File: config.mk
export PLATFORM = sky130hd
export DESIGN_NAME = hazard_scoreboard
export DESIGN_NICKNAME = d
export VERILOG_FILES = /design/src/rtl/hazard_scoreboard.sv
export SDC_FILE = /design/constraint.sdc
export NUM_CORES = 1
export LEC_CHECK = 0
export CAP_MARGIN = 20
export CORE_AREA = 3 3 84 86
export CTS_CLUSTER_SIZE = 40
export DETAILED_ROUTE_END_ITERATION = 6
export DIE_AREA = 0 0 87 89
export MAX_ROUTING_LAYER = met4
export PLACE_DENSITY = 0.78
export SKIP_LAST_GASP = 1
export SYNTH_ARGS = -nofsm -noshare
export SYNTH_HDL_FRONTEND = slang
export SYNTH_SLANG_ARGS = --single-unit
File: constraint.sdc
create_clock -name clk -period 5.55 [get_ports clk]
set_input_delay 1.11 -clock clk [delete_from_list [all_inputs] [get_ports clk]]
set_output_delay 1.11 -clock clk [all_outputs]
set_load 0.02 [all_outputs]
File: src/rtl/hazard_scoreboard.sv
// Purpose: pipeline hazard unit; shadows E/M/W writers, produces stall and D/E forward selects.
// Latency: stall and all selects are combinational in the same cycle; shadow entries update on clk.
// Backpressure: stall=1 holds PC/F2D and loads a bubble into the E shadow and E source registers.
module hazard_scoreboard #(
  parameter int TW   = 2,
  parameter int CNTW = 16
) (
  input  logic            clk,
  input  logic            reset,
  input  logic [4:0]      A1_D,
  input  logic [4:0]      A2_D,
  input  logic            use_rs_D,
  input  logic            use_rt_D,
  input  logic [TW-1:0]   Tuse_rs_D,
  input  logic [TW-1:0]   Tuse_rt_D,
  input  logic [4:0]      A3_D,
  input  logic            RegWrite_D,
  input  logic [TW-1:0]   Tnew_D,
  output logic            stall,
  output logic [1:0]      fwd_rs_D,
  output logic [1:0]      fwd_rt_D,
  output logic [1:0]      fwd_rs_E,
  output logic [1:0]      fwd_rt_E,
  output logic [CNTW-1:0] stall_count
);

  typedef struct packed {
    logic          valid;
    logic [4:0]    addr;
    logic [TW-1:0] tnew;
  } entry_t;

  entry_t          e_q, e_d, m_q, m_d, w_q, w_d;
  logic [4:0]      a1_e_q, a1_e_d, a2_e_q, a2_e_d;
  logic            use_rs_e_q, use_rs_e_d, use_rt_e_q, use_rt_e_d;
  logic [CNTW-1:0] stall_count_q, stall_count_d;
  logic            stall_rs, stall_rt;

  // Register 0 is hardwired, so it can never be a producer for any reader.
  function automatic logic hit(entry_t en, logic [4:0] src, logic use_src);
    return en.valid && (en.addr == src) && (src != 5'd0) && use_src;
  endfunction

  function automatic logic [TW-1:0] dec_sat(logic [TW-1:0] t);
    return (t == '0) ? '0 : t - TW'(1);
  endfunction

  // The youngest matching writer decides: stall if its result is later than the reader needs it.
  function automatic logic src_stall(entry_t e, entry_t m, entry_t w,
                                     logic [4:0] src, logic use_src, logic [TW-1:0] tuse);
    logic r;
    r = 1'b0;
    if (hit(e, src, use_src))      r = (e.tnew > tuse);
    else if (hit(m, src, use_src)) r = (m.tnew > tuse);
    else if (hit(w, src, use_src)) r = (w.tnew > tuse);
    return r;
  endfunction

  // A younger writer that is not ready yet masks older matches; the stall covers that case.
  function automatic logic [1:0] sel_d(entry_t e, entry_t m, entry_t w,
                                       logic [4:0] src, logic use_src);
    logic [1:0] r;
    r = 2'd0;
    if (hit(e, src, use_src))      r = (e.tnew == '0) ? 2'd1 : 2'd0;
    else if (hit(m, src, use_src)) r = (m.tnew == '0) ? 2'd2 : 2'd0;
    else if (hit(w, src, use_src)) r = 2'd3;
    return r;
  endfunction

  // In E only M and W can supply; an M writer still pending here would be an upstream stall bug.
  function automatic logic [1:0] sel_e(entry_t m, entry_t w, logic [4:0] src, logic use_src);
    logic [1:0] r;
    r = 2'd0;
    if (hit(m, src, use_src))      r = 2'd2;
    else if (hit(w, src, use_src)) r = 2'd3;
    return r;
  endfunction

  // Hazard detection and forward selection from the current shadow and D/E sources.
  always_comb begin
    stall_rs = src_stall(e_q, m_q, w_q, A1_D, use_rs_D, Tuse_rs_D);
    stall_rt = src_stall(e_q, m_q, w_q, A2_D, use_rt_D, Tuse_rt_D);
    stall    = stall_rs | stall_rt;
    fwd_rs_D = sel_d(e_q, m_q, w_q, A1_D, use_rs_D);
    fwd_rt_D = sel_d(e_q, m_q, w_q, A2_D, use_rt_D);
    fwd_rs_E = sel_e(m_q, w_q, a1_e_q, use_rs_e_q);
    fwd_rt_E = sel_e(m_q, w_q, a2_e_q, use_rt_e_q);
    stall_count = stall_count_q;
  end

  // Next shadow state: age writers one stage, load E from D or insert a bubble.
  always_comb begin
    w_d        = m_q;
    w_d.tnew   = dec_sat(m_q.tnew);
    m_d        = e_q;
    m_d.tnew   = dec_sat(e_q.tnew);
    e_d        = '0;
    a1_e_d     = 5'd0;
    a2_e_d     = 5'd0;
    use_rs_e_d = 1'b0;
    use_rt_e_d = 1'b0;
    if (!stall) begin
      e_d.valid  = RegWrite_D && (A3_D != 5'd0);
      e_d.addr   = A3_D;
      e_d.tnew   = Tnew_D;
      a1_e_d     = A1_D;
      a2_e_d     = A2_D;
      use_rs_e_d = use_rs_D;
      use_rt_e_d = use_rt_D;
    end
    stall_count_d = stall_count_q;
    if (stall && (stall_count_q != {CNTW{1'b1}})) stall_count_d = stall_count_q + CNTW'(1);
  end

  // Shadow registers; reset clears every entry, which drops any stall at once.
  always_ff @(posedge clk or negedge reset) begin
    if (!reset) begin
      e_q           <= '0;
      m_q           <= '0;
      w_q           <= '0;
      a1_e_q        <= 5'd0;
      a2_e_q        <= 5'd0;
      use_rs_e_q    <= 1'b0;
      use_rt_e_q    <= 1'b0;
      stall_count_q <= '0;
    end else begin
      e_q           <= e_d;
      m_q           <= m_d;
      w_q           <= w_d;
      a1_e_q        <= a1_e_d;
      a2_e_q        <= a2_e_d;
      use_rs_e_q    <= use_rs_e_d;
      use_rt_e_q    <= use_rt_e_d;
      stall_count_q <= stall_count_d;
    end
  end

endmodule
==> results of run 1 <==
==> area by class of cell <==
class / instances / area [sq um]
clock buffer: 7 / 86.3
multi-input combinational: 215 / 1600
fill: 523 / 2700
tap: 77 / 96.3
sequential: 52 / 1300
inverter: 11 / 41.3
clock inverter: 1 / 7.51
timing repair buffer: 53 / 518
==> synth_stat cells, types with 2 or more instances <==
library cell	instances	area, sq um
dfrtp_1	52	1300
xnor2_1	35	307
xor2_1	28	245
and2_1	25	156
ha_1	13	163
inv_1	11	41.3
nand2_1	11	41.3
nor2_1	11	41.3
nand3_1	9	45.0
nor4_1	9	56.3
a21oi_1	8	40.0
o211ai_1	8	60.1
o21ai_0	7	35.0
nand4_1	6	37.5
nor2b_1	6	37.5
o2111ai_1	5	43.8
nor3_1	4	20.0
or4_1	4	30.0
a211oi_1	2	15.0
and3_1	2	12.5
and4_1	2	17.5
mux2_2	2	22.5
nor3b_1	2	15.0
or3_1	2	12.5
or4_4	2	22.5
==> final timing paths <==
path | cells after the start | slack, ns | endpoint | start
hold reg to reg | 0 | 0.41 | m_q[7] | e_q[7]
setup reg to reg | 7 | 2.93 | stall_count[10] | m_q[4]
min in group asynchronous | 2 | 0.92 | stall_count[9] | reset
hold / removal | 0 | 0.41 | m_q[7] | e_q[7]
max in group asynchronous | 2 | 4.20 | a2_e_q[3] | reset
setup / recovery | 8 | 0.51 | stall | A2_D[4]
==> sequential cells by signal, summed over array words and instances (netlist names) <==
signal       flops
stall_count     16
e_q              8
m_q              8
w_q              8
a1_e_q           5
a2_e_q           5
use_rs_e_q       1
use_rt_e_q       1
==> power by group through the flow <==
stage / clock (mW) / combinational, mW / sequential (mW)
floorplan: 0 / 0.0824 / 0.449
global placement: 0 / 0.157 / 0.447
detailed placement: 0 / 0.161 / 0.449
CTS: 0.228 / 0.163 / 0.441
global route: 0.240 / 0.179 / 0.446
finish: 0.219 / 0.161 / 0.442
==> layout by cell type, fill, tap and decap left out, types with 2 or more instances in the layout <==
cell             Yosys  final
nor2_1              11     11
o21ai_0              7      7
nor4_1               9      9
nor2b_1              6      6
a21oi_1              8      8
nand2_1             11     11
xor2_1              28     28
or4_1                4      4
buf_4                0      3
a211oi_1             2      2
o211ai_1             8      8
or3_1                2      2
and4_1               2      2
inv_1               11     11
clkdlybuf4s50_1      0     49
dfrtp_1             52     52
clkbuf_8             0      6
nand3_1              9      9
nor3b_1              2      2
o2111ai_1            5      5
and3_1               2      2
and2_1              25     25
xnor2_1             35     35
or4_4                2      2
nand4_1              6      6
ha_1                13     13
mux2_2               2      2
nor3_1               4      4
==> logic make-up after synthesis <==
group,after synthesis
AO/OA/AOI/OAI,38
XOR/XNOR,63
adder cells (fa/ha/maj),13
buffers and inverters,15
flip-flops,52
multiplexers,4
AND/OR/NAND/NOR,97
==> critical path: cells and delay by family <==
kind                   cells  cell delay (ns)
buffers and inverters      3             1.22
XOR/XNOR                   1             0.20
AND/OR/NAND/NOR            3             0.86
AO/OA/AOI/OAI              1             0.54
==> per-layer routing <==
metal	up-vias	GRT usage	routed length (um)
met4	0	0.0581	129
li1	1103	-	-
met2	80	0.300	3180
met1	1096	0.279	3190
met5	-	-	0
met3	12	0.0286	423
==> key figures, run 1 <==
Routing
  – DR WL/cell: 16.6 um
  – Antenna viol nets, final: 0
  – DR vias: 2291
  – Total Routed Length: 6920 um
  – First DRT Iteration DRCs: 183
  – Via/cell ratio: 5.51
  – Pre-antenna DRT Iters: 5
  – DR DRC count: 0

Pwr
  – Leakage Power: 1.46 nW
  – Sw Ratio: 0.282
  – Worst VDD drop: 0.220 mV
  – Final Total Pwr: 0.822 mW
  – Cell-internal power: 0.590 mW
  – Comb pwr share: 0.196
  – Clock power share: 0.266
  – Psw: 0.232 mW
  – Flop pwr share: 0.537
  – Cell Pwr Density: 225 mW/mm^2

Timing
  – TNS Setup: 0 ns
  – Worst slew pin tran: 0.661 ns
  – Fmax: 198 MHz
  – Final hold vios: 0
  – RSZ-0062 raised after global routing: no
  – Hold_ws: 0.414 ns
  – Worst Clk Skew: 0.00582 ns
  – Rel. slew slack: 0.560
  – Fin crit period: 5.04 ns
  – Final cycle utilization of the critical path: 0.909
  – Setup ws final: 0.505 ns
  – Max-slew violations: 0
  – Final setup vio count: 0

Logic synthesis
  – Synth Area in Simple Gates: 0.191
  – Syn Area/Cell: 10.5 sq um
  – Post-synth cell types: 41
  – FFs w/ async S/R, synth: 1.00
  – Sequential cell area fraction in the yosys report: 0.439
  – Compound-Gate Fraction of Synth Area: 0.0924
  – Synthesized flop and latch total: 52
  – Synthesized cell area: 0.00297 sq mm
  – Syn Inst Count: 282
  – Top_reg_cell synth: dfrtp_1
  – Synth Area in XOR/XNOR: 0.186
  – Warnings from Yosys: 0
  – Mux share of post-synthesis cell area: 0.0148
  – Synth Net Count: 321
  – Number of synthesized flops with an enable pin: 0
  – Largest family of logic cells by synthesized area: simple AND/OR/NAND/NOR gates
  – Synth Area in Adders: 0.0549

Global routing
  – Vias in the first global route: 2267
  – First-pass GRT wire length: 11600 um
  – Largest net degree at the start of global routing: 53
  – GRT Util Overall: 0.199
  – Grt total ovfl: 0
  – Initial antenna violation count: 0

Floorplanning
  – Die area: 0.00774 sq mm
  – Rows: 29
  – Die X: 87 um
  – Initial Utilization: 0.467
  – Num ports: 51
  – CORE AREA: 0.00635 sq mm
  – Die Span Y: 89 um

Setup path
  – Required @ worst endpoint: 4.44 ns
  – Worst Path Max Fanout: 16
  – CP Cell Sequence: clkdlybuf4s50_1 -> xor2_1 -> nor4_1 -> and2_1 -> o31a_1 -> nor2_1 -> inv_1 -> clkdlybuf4s50_1
  – Critical Path Slowest Stage Cell: clkdlybuf4s50_1
  – Critical Path Sink Type: primary output
  – CP Class: input pin to primary output
  – Data arrival time of the worst path: 3.93 ns
  – CP peak stage delay: 0.60 ns
  – Critical Path Most Common Cell: clkdlybuf4s50_1
  – Crit start category: input pin

CTS
  – Clock buffer depth: 2
  – Total CTS buffers: 5
  – Post-CTS Setup Bufs: 0
  – CTS clock-pin slew for the worst setup and hold paths: 0.09 ns
  – Clk sinks: 52
  – PostCTS Resize Cnt: 0
  – Post-CTS Hold Buffers: 0
  – CTS tree: built
  – Worst skew pair latency: 0.30 ns
  – Root Driver: clkbuf_8
  – H-tree level count: 2

Job
  – MaxCap Viol Count: 0

Layout
  – Layout overhead on the synthesized area: 23.0%
  – Diode count: 0
  – Share of layout cells above drive strength 1: 0.0531
  – Finished Core Util: 0.575
  – Final Cell Area: 0.00365 sq mm
  – Nets@finish: 377
  – Layout Cells excl Fill: 416

Hold path
  – Hold WC Path Type: flop to flop

Placed design
  – Placed cell count: 408
  – DP Wirelength: 5370 um
  – Placed cell area: 0.00355 sq mm
  – PortBufs: 50
  – RePlAce Congestion: 0.889
  – Place WS: 0.523 ns

Outcome
  – Status: completed
Power figures use the tool's default switching activity.
==> run 2: changes to the inputs <==
CTS_CLUSTER_DIAMETER = 200   (was not set)
==> results of run 2 <==
No change in the layout: final DEF, timing and power equal those of run 1.
==> run 3: changes to the inputs <==
CORE_AREA = 5 5 86 88   (was 3 3 84 86)
DIE_AREA = 0 0 91 93   (was 0 0 87 89)
DONT_BUFFER_PORTS = 1   (was not set)
PLACE_DENSITY = 0.67   (was 0.78)
SETUP_SLACK_MARGIN = 0.02   (was not set)
==> key figures, run 3 (synthesis gave the netlist of run 1 again) <==
Outcome
  – Status: completed

Routing
  – Via/cell ratio: 5.52 (+0.19%)
  – DR vias: 2025 (-12%)
  – Antenna viol nets, final: 0 (unchanged)
  – First DRT Iteration DRCs: 101 (-45%)
  – DR DRC count: 0 (unchanged)
  – Pre-antenna DRT Iters: 4 (-1)
  – DR WL/cell: 17.2 um (+3.2%)
  – Total Routed Length: 6300 um (-9.0%)

Floorplanning
  – Rows: 30 (+3.4%)
  – Die Span Y: 93 um (+4.5%)
  – CORE AREA: 0.00657 sq mm (+3.4%)
  – Num ports: 51 (unchanged)
  – Die area: 0.00846 sq mm (+9.3%)
  – Die X: 91 um (+4.6%)
  – Initial Utilization: 0.451 (-0.0156)

CTS
  – PostCTS Resize Cnt: 0 (unchanged)
  – Total CTS buffers: 5 (unchanged)
  – Clk sinks: 52 (unchanged)
  – H-tree level count: 2 (unchanged)
  – CTS tree: built
  – Clock buffer depth: 2 (unchanged)
  – CTS clock-pin slew for the worst setup and hold paths: 0.10 ns (about the same)
  – Root Driver: clkbuf_8
  – Post-CTS Hold Buffers: 0 (unchanged)
  – Worst skew pair latency: 0.30 ns (about the same)
  – Post-CTS Setup Bufs: 0 (unchanged)

Hold path
  – Hold WC Path Type: flop to flop

Placed design
  – DP Wirelength: 4860 um (-9.5%)
  – PortBufs: 0 (-100%)
  – Placed cell area: 0.00304 sq mm (-14%)
  – RePlAce Congestion: 0.861 (-3.2%)

Pwr
  – Clock power share: 0.334 (+0.068)
  – Sw Ratio: 0.266 (-0.0166)
  – Leakage Power: 1.28 nW (-12%)
  – Psw: 0.219 mW (-5.7%)
  – Cell-internal power: 0.605 mW (+2.5%)
  – Cell Pwr Density: 260 mW/mm^2 (+15%)
  – Flop pwr share: 0.549 (+0.012)
  – Worst VDD drop: 0.171 mV (-22%)
  – Comb pwr share: 0.116 (-0.080)

Global routing
  – Vias in the first global route: 2046 (-9.7%)
  – Grt total ovfl: 0 (unchanged)
  – First-pass GRT wire length: 10600 um (-8.8%)
  – GRT Util Overall: 0.160 (-0.0386)
  – Initial antenna violation count: 0 (unchanged)
  – Largest net degree at the start of global routing: 53 (unchanged)

Setup path
  – Crit start category: input pin
  – Critical Path Sink Type: primary output
  – Worst Path Max Fanout: 15 (-1)
  – CP top delay family: simple AND/OR/NAND/NOR gates
  – CP Cell Sequence: or4_4 -> o21ai_4 -> nor3_1 -> a21oi_1 -> a21oi_4 -> nor2_1 -> inv_1
  – Critical Path Slowest Stage Cell: or4_4
  – Required @ worst endpoint: 4.44 ns (about the same)
  – Buf/Inv on CP: 1 (-2)
  – Data arrival time of the worst path: 3.10 ns (-0.83 ns)
  – CP Class: input pin to primary output
  – CP peak stage delay: 0.53 ns (-0.07 ns)

Timing
  – Final cycle utilization of the critical path: 0.759 (-0.150)
  – Fmax: 237 MHz (+20%)
  – Fin crit period: 4.21 ns (-0.833 ns)
  – Hold_ws: 0.438 ns (+0.0246 ns)
  – Max-slew violations: 0 (unchanged)
  – Final setup vio count: 0 (unchanged)
  – RSZ-0062 raised after global routing: no
  – Final hold vios: 0 (unchanged)
  – Rel. slew slack: 0.488 (-0.0716)
  – Worst slew pin tran: 0.760 ns (+0.0993 ns)
  – TNS Setup: 0 ns (unchanged)
  – Worst Clk Skew: 0.0107 ns (+0.00489 ns)

Layout
  – Max reg flops: 16 (unchanged)
  – Diode count: 0 (unchanged)
  – Commonest non-fill, non-tap cell in the layout: dfrtp_1
  – Share of layout cells above drive strength 1: 0.0557 (+0.00265)
  – Nets@finish: 325 (-14%)
  – Most frequent cells in the layout: dfrtp_1, xnor2_1, xor2_1, and2_1, ha_1
  – Final Cell Area: 0.00317 sq mm (-13%)
  – Layout overhead on the synthesized area: 6.88%

Job
  – MaxCap Viol Count: 0 (unchanged)
[run 3: cell count changes in the layout (fill, tap and decap cells not counted), sizes merged]
cell           previous run  this run
clkdlybuf4s50            49         0
buf                       4         1
bufinv                    0         1
clkbuf                    7         6
clkinv                    0         1
clkinvlp                  1         0
[run 3: path summary, 6_finish.rpt]
check	startpoint	endpoint	slack, ns	cells after the start
min in group asynchronous	reset	a1_e_q[4]	0.48	0
worst max-delay path	A1_D[1]	stall	1.34	7
max in group asynchronous	reset	a2_e_q[3]	4.95	0
worst min-delay path	e_q[7]	m_q[7]	0.44	0
worst min register to register	e_q[7]	m_q[7]	0.44	0
worst max register to register	w_q[5]	a2_e_q[4]	2.75	8
[run 3: cell type report]
type / count / area [sq um]
clock inverter: 2 / 38.8
timing repair buffer: 1 / 7.51
sequential: 52 / 1300
multi-input combinational: 215 / 1600
tap: 80 / 100
clock buffer: 6 / 82.6
fill: 599 / 3400
inverter: 11 / 41.3
[run 3: per-stage QoR]
| step | util | instances | setup WS [ns] | total power [mW] |
|---|---|---|---|---|
| after floorplan | - | 282 | 1.72 | 0.531 |
| after global routing | 0.482 | 367 | 1.14 | 0.868 |
| after global placement | 0.463 | 358 | 0.899 | 0.553 |
| final | 0.482 | 367 | 1.34 | 0.824 |
| after detailed placement | 0.463 | 358 | 0.763 | 0.556 |
| after CTS | 0.481 | 366 | 0.764 | 0.830 |
[run 3: power groups by stage]
stage | registers, mW | clock network (mW) | logic (mW)
detailed placement | 0.460 | 0 | 0.0957
finish | 0.452 | 0.275 | 0.0959
global route | 0.458 | 0.301 | 0.109
CTS | 0.453 | 0.281 | 0.0960
global placement | 0.460 | 0 | 0.0932
floorplan | 0.449 | 0 | 0.0824
[run 3: routing by layer]
| layer | track usage | wire, um | vias to the layer above |
|---|---|---|---|
| li1 | - | - | 1003 |
| met1 | 0.222 | 3060 | 959 |
| met2 | 0.240 | 2820 | 53 |
| met3 | 0.0354 | 329 | 10 |
| met4 | 0.0403 | 94 | 0 |
| met5 | - | 0 | - |
